--- src/rtl/time_counter.sv ---
// Timekeeping core: 1 Hz prescaler, 24 h sec/min/hour counters and a two-button
// set mode (RUN -> SET_HOUR -> SET_MIN -> RUN). All outputs are registered.
module time_counter #(
    parameter int TICK_DIV = 50000000,
    parameter int DIV_W    = 26
) (
    input  logic       clk,
    input  logic       rst,
    input  logic       btn_mode,
    input  logic       btn_inc,
    output logic [5:0] sec_val,
    output logic [5:0] min_val,
    output logic [4:0] hour_val,
    output logic [1:0] set_mode,
    output logic       tick_1hz
);

    typedef enum logic [1:0] {
        ST_RUN      = 2'd0,
        ST_SET_HOUR = 2'd1,
        ST_SET_MIN  = 2'd2,
        ST_BAD      = 2'd3
    } state_t;

    localparam logic [DIV_W-1:0] DIV_LAST = DIV_W'(TICK_DIV - 1);
    localparam int               N_BTN    = 2;

    state_t           state_reg;
    logic [DIV_W-1:0] presc_reg;
    logic             tick_reg;
    logic [5:0]       sec_reg;
    logic [5:0]       min_reg;
    logic [4:0]       hour_reg;

    logic btn_lvl      [N_BTN];
    logic btn_prev_reg [N_BTN];
    logic btn_event    [N_BTN];

    assign btn_lvl[0] = btn_mode;
    assign btn_lvl[1] = btn_inc;

    // A held button yields one event: level high now, low in the previous cycle.
    genvar gi;
    generate
        for (gi = 0; gi < N_BTN; gi++) begin : g_edge
            always_ff @(posedge clk or negedge rst) begin
                if (!rst) begin
                    btn_prev_reg[gi] <= 1'b0;
                end else begin
                    btn_prev_reg[gi] <= btn_lvl[gi];
                end
            end
            assign btn_event[gi] = btn_lvl[gi] & ~btn_prev_reg[gi];
        end
    endgenerate

    logic       mode_ev;
    logic       inc_ev;
    logic       sec_wrap;
    logic       min_wrap;
    logic [5:0] sec_inc;
    logic [5:0] min_inc;
    logic [4:0] hour_inc;

    assign mode_ev  = btn_event[0];
    assign inc_ev   = btn_event[1];
    assign sec_wrap = (sec_reg == 6'd59);
    assign min_wrap = (min_reg == 6'd59);
    assign sec_inc  = sec_wrap ? 6'd0 : sec_reg + 6'd1;
    assign min_inc  = min_wrap ? 6'd0 : min_reg + 6'd1;
    assign hour_inc = (hour_reg == 5'd23) ? 5'd0 : hour_reg + 5'd1;

    always_ff @(posedge clk or negedge rst) begin
        if (!rst) begin
            state_reg <= ST_RUN;
            presc_reg <= '0;
            tick_reg  <= 1'b0;
            sec_reg   <= '0;
            min_reg   <= '0;
            hour_reg  <= '0;
        end else begin
            tick_reg <= 1'b0;
            case (state_reg)
                ST_RUN: begin
                    if (presc_reg == DIV_LAST) begin
                        presc_reg <= '0;
                        tick_reg  <= 1'b1;
                        sec_reg   <= sec_inc;
                        if (sec_wrap) begin
                            min_reg <= min_inc;
                            if (min_wrap) begin
                                hour_reg <= hour_inc;
                            end
                        end
                    end else begin
                        presc_reg <= presc_reg + DIV_W'(1);
                    end
                    // A tick in the leaving cycle still counts; the prescaler
                    // then parks at 0 for the set states.
                    if (mode_ev) begin
                        state_reg <= ST_SET_HOUR;
                        presc_reg <= '0;
                    end
                end
                ST_SET_HOUR: begin
                    presc_reg <= '0;
                    if (mode_ev) begin
                        state_reg <= ST_SET_MIN;
                    end else if (inc_ev) begin
                        hour_reg <= hour_inc;
                    end
                end
                ST_SET_MIN: begin
                    presc_reg <= '0;
                    if (mode_ev) begin
                        state_reg <= ST_RUN;
                        sec_reg   <= '0;
                    end else if (inc_ev) begin
                        min_reg <= min_inc;
                    end
                end
                default: begin
                    state_reg <= ST_RUN;
                    presc_reg <= '0;
                end
            endcase
        end
    end

    assign sec_val  = sec_reg;
    assign min_val  = min_reg;
    assign hour_val = hour_reg;
    assign set_mode = state_reg;
    assign tick_1hz = tick_reg;

endmodule

--- config.mk ---
export PLATFORM = sky130hd
export DESIGN_NAME = time_counter
export DESIGN_NICKNAME = d
export VERILOG_FILES = /design/src/rtl/time_counter.sv
export SDC_FILE = /design/constraint.sdc
export NUM_CORES = 1
export LEC_CHECK = 0
export BUFFER_PORTS_ARGS = -buffer_cell sky130_fd_sc_hd__buf_2
export CAP_MARGIN = 5
export CELL_PAD_IN_SITES_DETAIL_PLACEMENT = 0
export CELL_PAD_IN_SITES_GLOBAL_PLACEMENT = 1
export CORE_MARGIN = 4
export CORE_UTILIZATION = 46
export CTS_CLUSTER_DIAMETER = 50
export DETAILED_ROUTE_END_ITERATION = 8
export PLACE_DENSITY = 0.78
export SKIP_LAST_GASP = 1
export SYNTH_ARGS = -nofsm -noshare
export SYNTH_HDL_FRONTEND = slang
export SYNTH_SLANG_ARGS = --single-unit
export TNS_END_PERCENT = 1
--- constraint.sdc ---
create_clock -name clk -period 2.64 [get_ports clk]
set_input_delay 0.132 -clock clk [delete_from_list [all_inputs] [get_ports clk]]
set_output_delay 0.132 -clock clk [all_outputs]
set_load 0.01 [all_outputs]
==> results of run 1 <==
[routing by layer]
layer | up-vias | track usage (%)
met5 | - | 0
li1 | 988 | -
met1 | 943 | 20.4
met2 | 25 | 26.5
met4 | 0 | 6.69
met3 | 4 | 3.57
[path summary, 6_finish.rpt]
check	from	end	depth (start not counted)
hold / removal	rst	sec_val[0]$_DFFE_PN0P_	2
setup reg to reg	presc_reg[0]$_DFF_PN0_	min_val[1]$_DFFE_PN0P_	6
hold reg to reg	sec_val[0]$_DFFE_PN0P_	sec_val[0]$_DFFE_PN0P_	1
setup / recovery	presc_reg[0]$_DFF_PN0_	min_val[1]$_DFFE_PN0P_	6
max in group asynchronous	rst	presc_reg[5]$_DFF_PN0_	3
min in group clk	btn_inc	btn_prev_reg[0]$_DFF_PN0_	2
[placed cells by master, fill, tap and decap left out, drive strengths merged, types with 2 or more instances in the layout]
cell | netlist | final
nor2b | 5 | 5
o21ai | 8 | 8
inv | 9 | 9
and3 | 6 | 6
clkbuf | 1 | 8
nand4 | 8 | 8
a21oi | 8 | 8
mux2i | 2 | 2
buf | 5 | 25
or4 | 2 | 2
nor2 | 41 | 41
mux2 | 5 | 5
and4 | 3 | 3
nor4 | 12 | 12
nor3 | 8 | 8
nor4b | 3 | 3
a31oi | 4 | 4
xor2 | 4 | 4
nand3 | 12 | 12
dfrtp | 48 | 48
ha | 4 | 4
nand2 | 23 | 23
dlygate4sd3 | 0 | 3
and2 | 2 | 2
xnor2 | 22 | 22
[cell families (layout without fill, tap and decap cells)]
family	Yosys count	count (layout)
adder cells (fa/ha/maj)	4	4
XOR/XNOR	26	26
AND/OR/NAND/NOR	133	133
buffers and inverters	15	45
multiplexers	7	7
flip-flops	48	48
AO/OA/AOI/OAI	30	30
[power groups by stage]
stage	Sequential (uW)	Combinational, uW	Clock (uW)
2_1_floorplan	1070	349	0
3_3_place_gp	1040	591	0
3_5_place_dp	1050	597	0
4_1_cts	1030	604	479
5_1_grt	1060	664	515
6_report	1030	591	451
[stage by stage]
stage | hold WS, ns | cells | power, uW
2_1_floorplan | -0.164 | 263 | 1420
3_3_place_gp | 0.180 | 354 | 1630
3_5_place_dp | 0.189 | 354 | 1640
4_1_cts | 0.383 | 365 | 2120
5_1_grt | 0.430 | 365 | 2240
6_report | 0.368 | 365 | 2080
[cell type report]
class	count	area [sq um]
Multi-Input combinational cell	200	1330
Tap cell	72	90.1
Fill cell	513	2600
Timing Repair Buffer	28	160
Inverter	9	33.8
Clock buffer	8	90.1
Sequential cell	48	1200
==> metrics, run 1 <==
family with the most delay on the worst path=simple AND/OR/NAND/NOR gates; leading area contributor after synthesis=dfrtp_1; final worst slack=0.499 ns; crit start category=flip-flop; placed inst area=2790 sq um; die height=83.2 microns; run status=finished clean; CP bufs+invs=0; worst vdd rail ir drop=0.346 mV; Post-synth EDFFs=0; H-tree level count=2; top-area cell type share of the netlist area=46.2%; Clk pwr share=21.7%; CP Data Arrival Time=2.33 ns; syn nets=271; Setup CP Type=flip-flop to flip-flop; Sink Count=48; Vias/cell=5.37; first drt pass iteration count=4; met1 WL=2450 microns; Bufs on Longest Clock Path=2; number of diodes=0; max cap viols=0; Adder-Cell Fraction of Synth Area=1.92%; Area Overhead vs Synth=11.7%; crit-path cells=ha_1 -> and2_1 -> nand4_4 -> or4_4 -> nand2_4 -> mux2_4; post-synthesis compound-gate area fraction=7.26%; wire per inst=14.2 microns; mux contribution to synthesized area=3.08%; slowest cell delay on critical path=0.58 ns; synth top area cells=dfrtp_1 (46%), xnor2_1 (7.4%), nor2_1 (5.9%); Num CTS Buffers=5; Final Util=52.8%; # DRC=0; min Tclk post-route=2.14 ns; Iteration-0 DRC Markers=72; vias in the first global route=1936; CTS tree=built; Synth cell types=56; sequential share of the synthesized area=46.2%; gr usage total=16.1%; Psw=747 uW; main combinational cell family by area after synthesis=simple AND/OR/NAND/NOR gates; Starting Density=47.2%; FFs w/ async S/R, synth=100%; hold_buf cts=3; final hold violations=0; Commonest cells post-synth=dfrtp_1 (48), nor2_1 (41), xnor2_1 (22); setup TNS=0 ns; GRT overflow=0; share of cells above drive strength 1=17.4%; initial antenna violation count=0; post-route ant nets=0; Worst-Skew Late Latency=0.31 ns; Die ar.=6920 sq um; Crit path required time=2.83 ns; vias=1960; Worst Hold Class=primary input to asynchronous set/reset pin; port buffer count=23; Synth Area in Simple Gates=30.2%; met2 WL=2510 microns; period utilisation layout=81.1%; count leader, synth=dfrtp_1; Gate Count Post-Synth=263; fmax=0.467 GHz; RSZ-0062 raised after global routing=false; mapped cell area=2600 sq um; Slew Limit Headroom=57.5%; Leakage=0.00124 uW; largest net degree at the start of global routing=29; IO Count=24; max FFs per register=26; PwrDens=714 nW/um^2; total core area=5510 sq um; DP Worst Slack=0.499 ns; synth warn=0; Finished Cell Area=2910 sq um; CP endpoint kind=flip-flop; #FFs+latches synth=48; Sw Share=36.0%; Top FF cell, synth=dfrtp_1; skew final=0.0124 ns; Worst-Margin Slew=0.637 ns; GP Congestion=0.774; die width=83.2 microns; first-pass GRT wire length=9130 microns; CP Max Fanout=5; combinational power share=28.5%; clk slew on worst S/H paths=0.09 ns; routed wl met3=150 microns; R2R Setup Slk=0.50 ns; Post-CTS Resized=0; root buffer cell=clkbuf_8; Cell Rows=27; Slew Limit Fails=0; drt total wl=5170 microns; uppermost layer routed=met4; register share of total power=49.8%; xor/xnor share of the synthesized area=8.75%; nets@finish=300; Int Power=1330 uW; CP max stage cell=or4_4; Final setup viols=0; Mapped Avg Cell Area=9.89 sq um; hpwl dp=3580 microns; setup bufs post-CTS=0
No activity file was read; power rests on OpenSTA's default activity.
==> run 2: changes to the inputs <==
- CORE_UTILIZATION: 46 -> 42
- PLACE_DENSITY: 0.78 -> 0.75
- clock period: 2.64 -> 1.73 ns (I/O delays scaled with it)
==> run 2 against run 1 <==
  * The flow now finishes with violations (negative setup slack)
  * Cell count is 17% higher
  * Global-route usage is 1.0 points higher
  * Clock-buffer cell count is 2 lower
  * Combinational power is 130% higher
  * Sequential power is 40% higher
  * Non-clock buffer count is 61 higher
  * Die area is 8.6% higher
  * Worst hold slack worse by 0.083 ns
  * Clock power is 42% higher
  * Core utilization is 4.3 points higher
  * Critical path type unchanged
  * Largest cell class unchanged
  * Largest power group unchanged
==> metrics, run 2 (synthesized netlist as in run 1, its figures left out) <==
skew final=0.00648 ns; nets@finish=361; min Tclk post-route=2.00 ns; GRT overflow=0; final hold violations=0; Worst-Margin Slew=0.531 ns; Post-Layout Cell Count=428; gr usage total=17.1%; first drt pass iteration count=4; Iteration-0 DRC Markers=72; Psw=1210 uW; IO Count=24; GP Congestion=0.806; final worst slack=-0.265 ns; # DRC=0; Final setup viols=25; worst vdd rail ir drop=0.567 mV; total core area=5960 sq um; Cell Rows=28; DP Cell Count=417; max cap viols=0; Crit path required time=1.91 ns; Worst Reg2Reg Path Length in Cells=5; CP startpoint=presc_reg[10]$_DFF_PN0_; number of diodes=0; clk slew on worst S/H paths=0.08 ns; Starting Density=43.7%; CTS tree=built; vias in the first global route=2217; Bufs on Longest Clock Path=2; Vias/cell=5.16; failing checks=negative setup slack; Clk pwr share=18.7%; Die ar.=7520 sq um; Num CTS Buffers=5; combinational power share=39.2%; most frequent cells in the layout=buf_4 (61), dfrtp_1 (47), nor2_1 (41); H-tree level count=2; post-route ant nets=0; Fillers=572; port buffer count=23; RSZ-0062 raised after global routing=true; Worst-Skew Late Latency=0.30 ns; PwrDens=1010 nW/um^2; register share of total power=42.1%; worst r2r src=presc_reg[10]$_DFF_PN0_; Sink Count=48; initial antenna violation count=0; fmax=0.501 GHz; drt total wl=5880 microns; CP Data Arrival Time=2.18 ns; root buffer cell=clkbuf_8; Area Overhead vs Synth=30.8%; die height=86.7 microns; first-pass GRT wire length=10200 microns; vias=2209; die width=86.7 microns; period utilisation layout=115%; largest net degree at the start of global routing=28; run status=complete, but fails checks; max FFs per register=26; Slew Limit Headroom=64.6%; Sw Share=35.2%; Setup CP Type=flip-flop to flip-flop; RR Endpoint=sec_val[5]$_DFFE_PN0P_; CP endpoint kind=flip-flop; most common library cell in the layout ignoring fill and taps=buf_4; CP Max Fanout=4; R2R Setup Slk=-0.27 ns; Leakage=0.00156 uW; share of cells above drive strength 1=32.9%; crit start category=flip-flop; Int Power=2220 uW; Slew Limit Fails=0; DP Worst Slack=-0.247 ns; wire per inst=13.7 microns; hpwl dp=4350 microns; Worst Hold Class=primary input to asynchronous set/reset pin
run 2: cell types whose count changed in the layout (fill, tap and decap cells not counted):
cell / previous run / this run
dfrtp_1: 48 / 47
and2_4: 0 / 1
clkbuf_8: 6 / 5
clkbuf_1: 2 / 1
clkinv_2: 0 / 1
ha_1: 4 / 3
dfrtp_2: 0 / 1
nor4_1: 9 / 8
nor4_4: 1 / 2
buf_12: 0 / 2
ha_2: 0 / 1
and2_1: 2 / 1
buf_4: 2 / 61
run 2: what timing repair did:
action,CTS,global route
setup buffers,1,0
hold buffers,3,0
endpoints found under the hold margin,23,0
pin swaps,1,0
resized for setup,3,0
endpoints found under the setup margin,31,43
run 2: area by class of cell:
| type | count | area (sq um) | area share, % |
|---|---|---|---|
| clock buffers | 6 | 72.6 | 2.13 |
| flip-flops and latches | 48 | 1200 | 35.3 |
| repair buffers | 89 | 643 | 18.9 |
| inverters | 9 | 33.8 | 0.993 |
| multi-input cells | 200 | 1350 | 39.7 |
| clock inverters | 1 | 5.00 | 0.147 |
| well taps | 75 | 93.8 | 2.76 |
run 2: through the flow:
| step | hold slack, ns | setup TNS [ns] | total power (uW) | area, sq um | utilization, % |
|---|---|---|---|---|---|
| 6_report | 0.285 | -3.03 | 3430 | 3400 | 57.1 |
| 5_1_grt | 0.318 | -7.17 | 3690 | 3400 | 57.1 |
| 2_1_floorplan | -0.209 | -1.45 | 2160 | 2610 | - |
| 4_1_cts | 0.306 | -3.30 | 3480 | 3400 | 57.1 |
| 3_3_place_gp | 0.0937 | -2.36 | 2790 | 3270 | 54.9 |
| 3_5_place_dp | 0.0981 | -2.83 | 2820 | 3270 | 54.9 |
run 2: critical path, cell delays in order (launching register included):
cell     delay [ns]
dfrtp_2        0.46
nor4_2         0.37
nand4_1        0.14
or4_4          0.55
o31ai_1        0.26
a31oi_1        0.11
run 2: power groups by stage:
stage	Clock, uW	Sequential [uW]	Combinational, uW
after global routing	716	1480	1500
after detailed placement	0	1470	1350
final	639	1440	1340
after CTS	665	1450	1360
after floorplan	0	1630	534
after global placement	0	1460	1340
run 2: how the worst max path moves through the flow:
stage | depth (start not counted) | to
after detailed placement | 6 | min_val[5]$_DFFE_PN0P_
after floorplan | 6 | min_val[1]$_DFFE_PN0P_
final | 5 | sec_val[5]$_DFFE_PN0P_
after global routing | 7 | min_val[5]$_DFFE_PN0P_
after CTS | 6 | min_val[5]$_DFFE_PN0P_
after global placement | 5 | min_val[1]$_DFFE_PN0P_
run 2: per-layer routing:
layer / vias up / track usage [%] / part of all wire (%)
met5: - / 0 / 0
li1: 1105 / - / -
met4: 0 / 5.38 / 1.7
met1: 1060 / 21.9 / 46
met2: 35 / 28.9 / 49
met3: 9 / 3.80 / 3.5
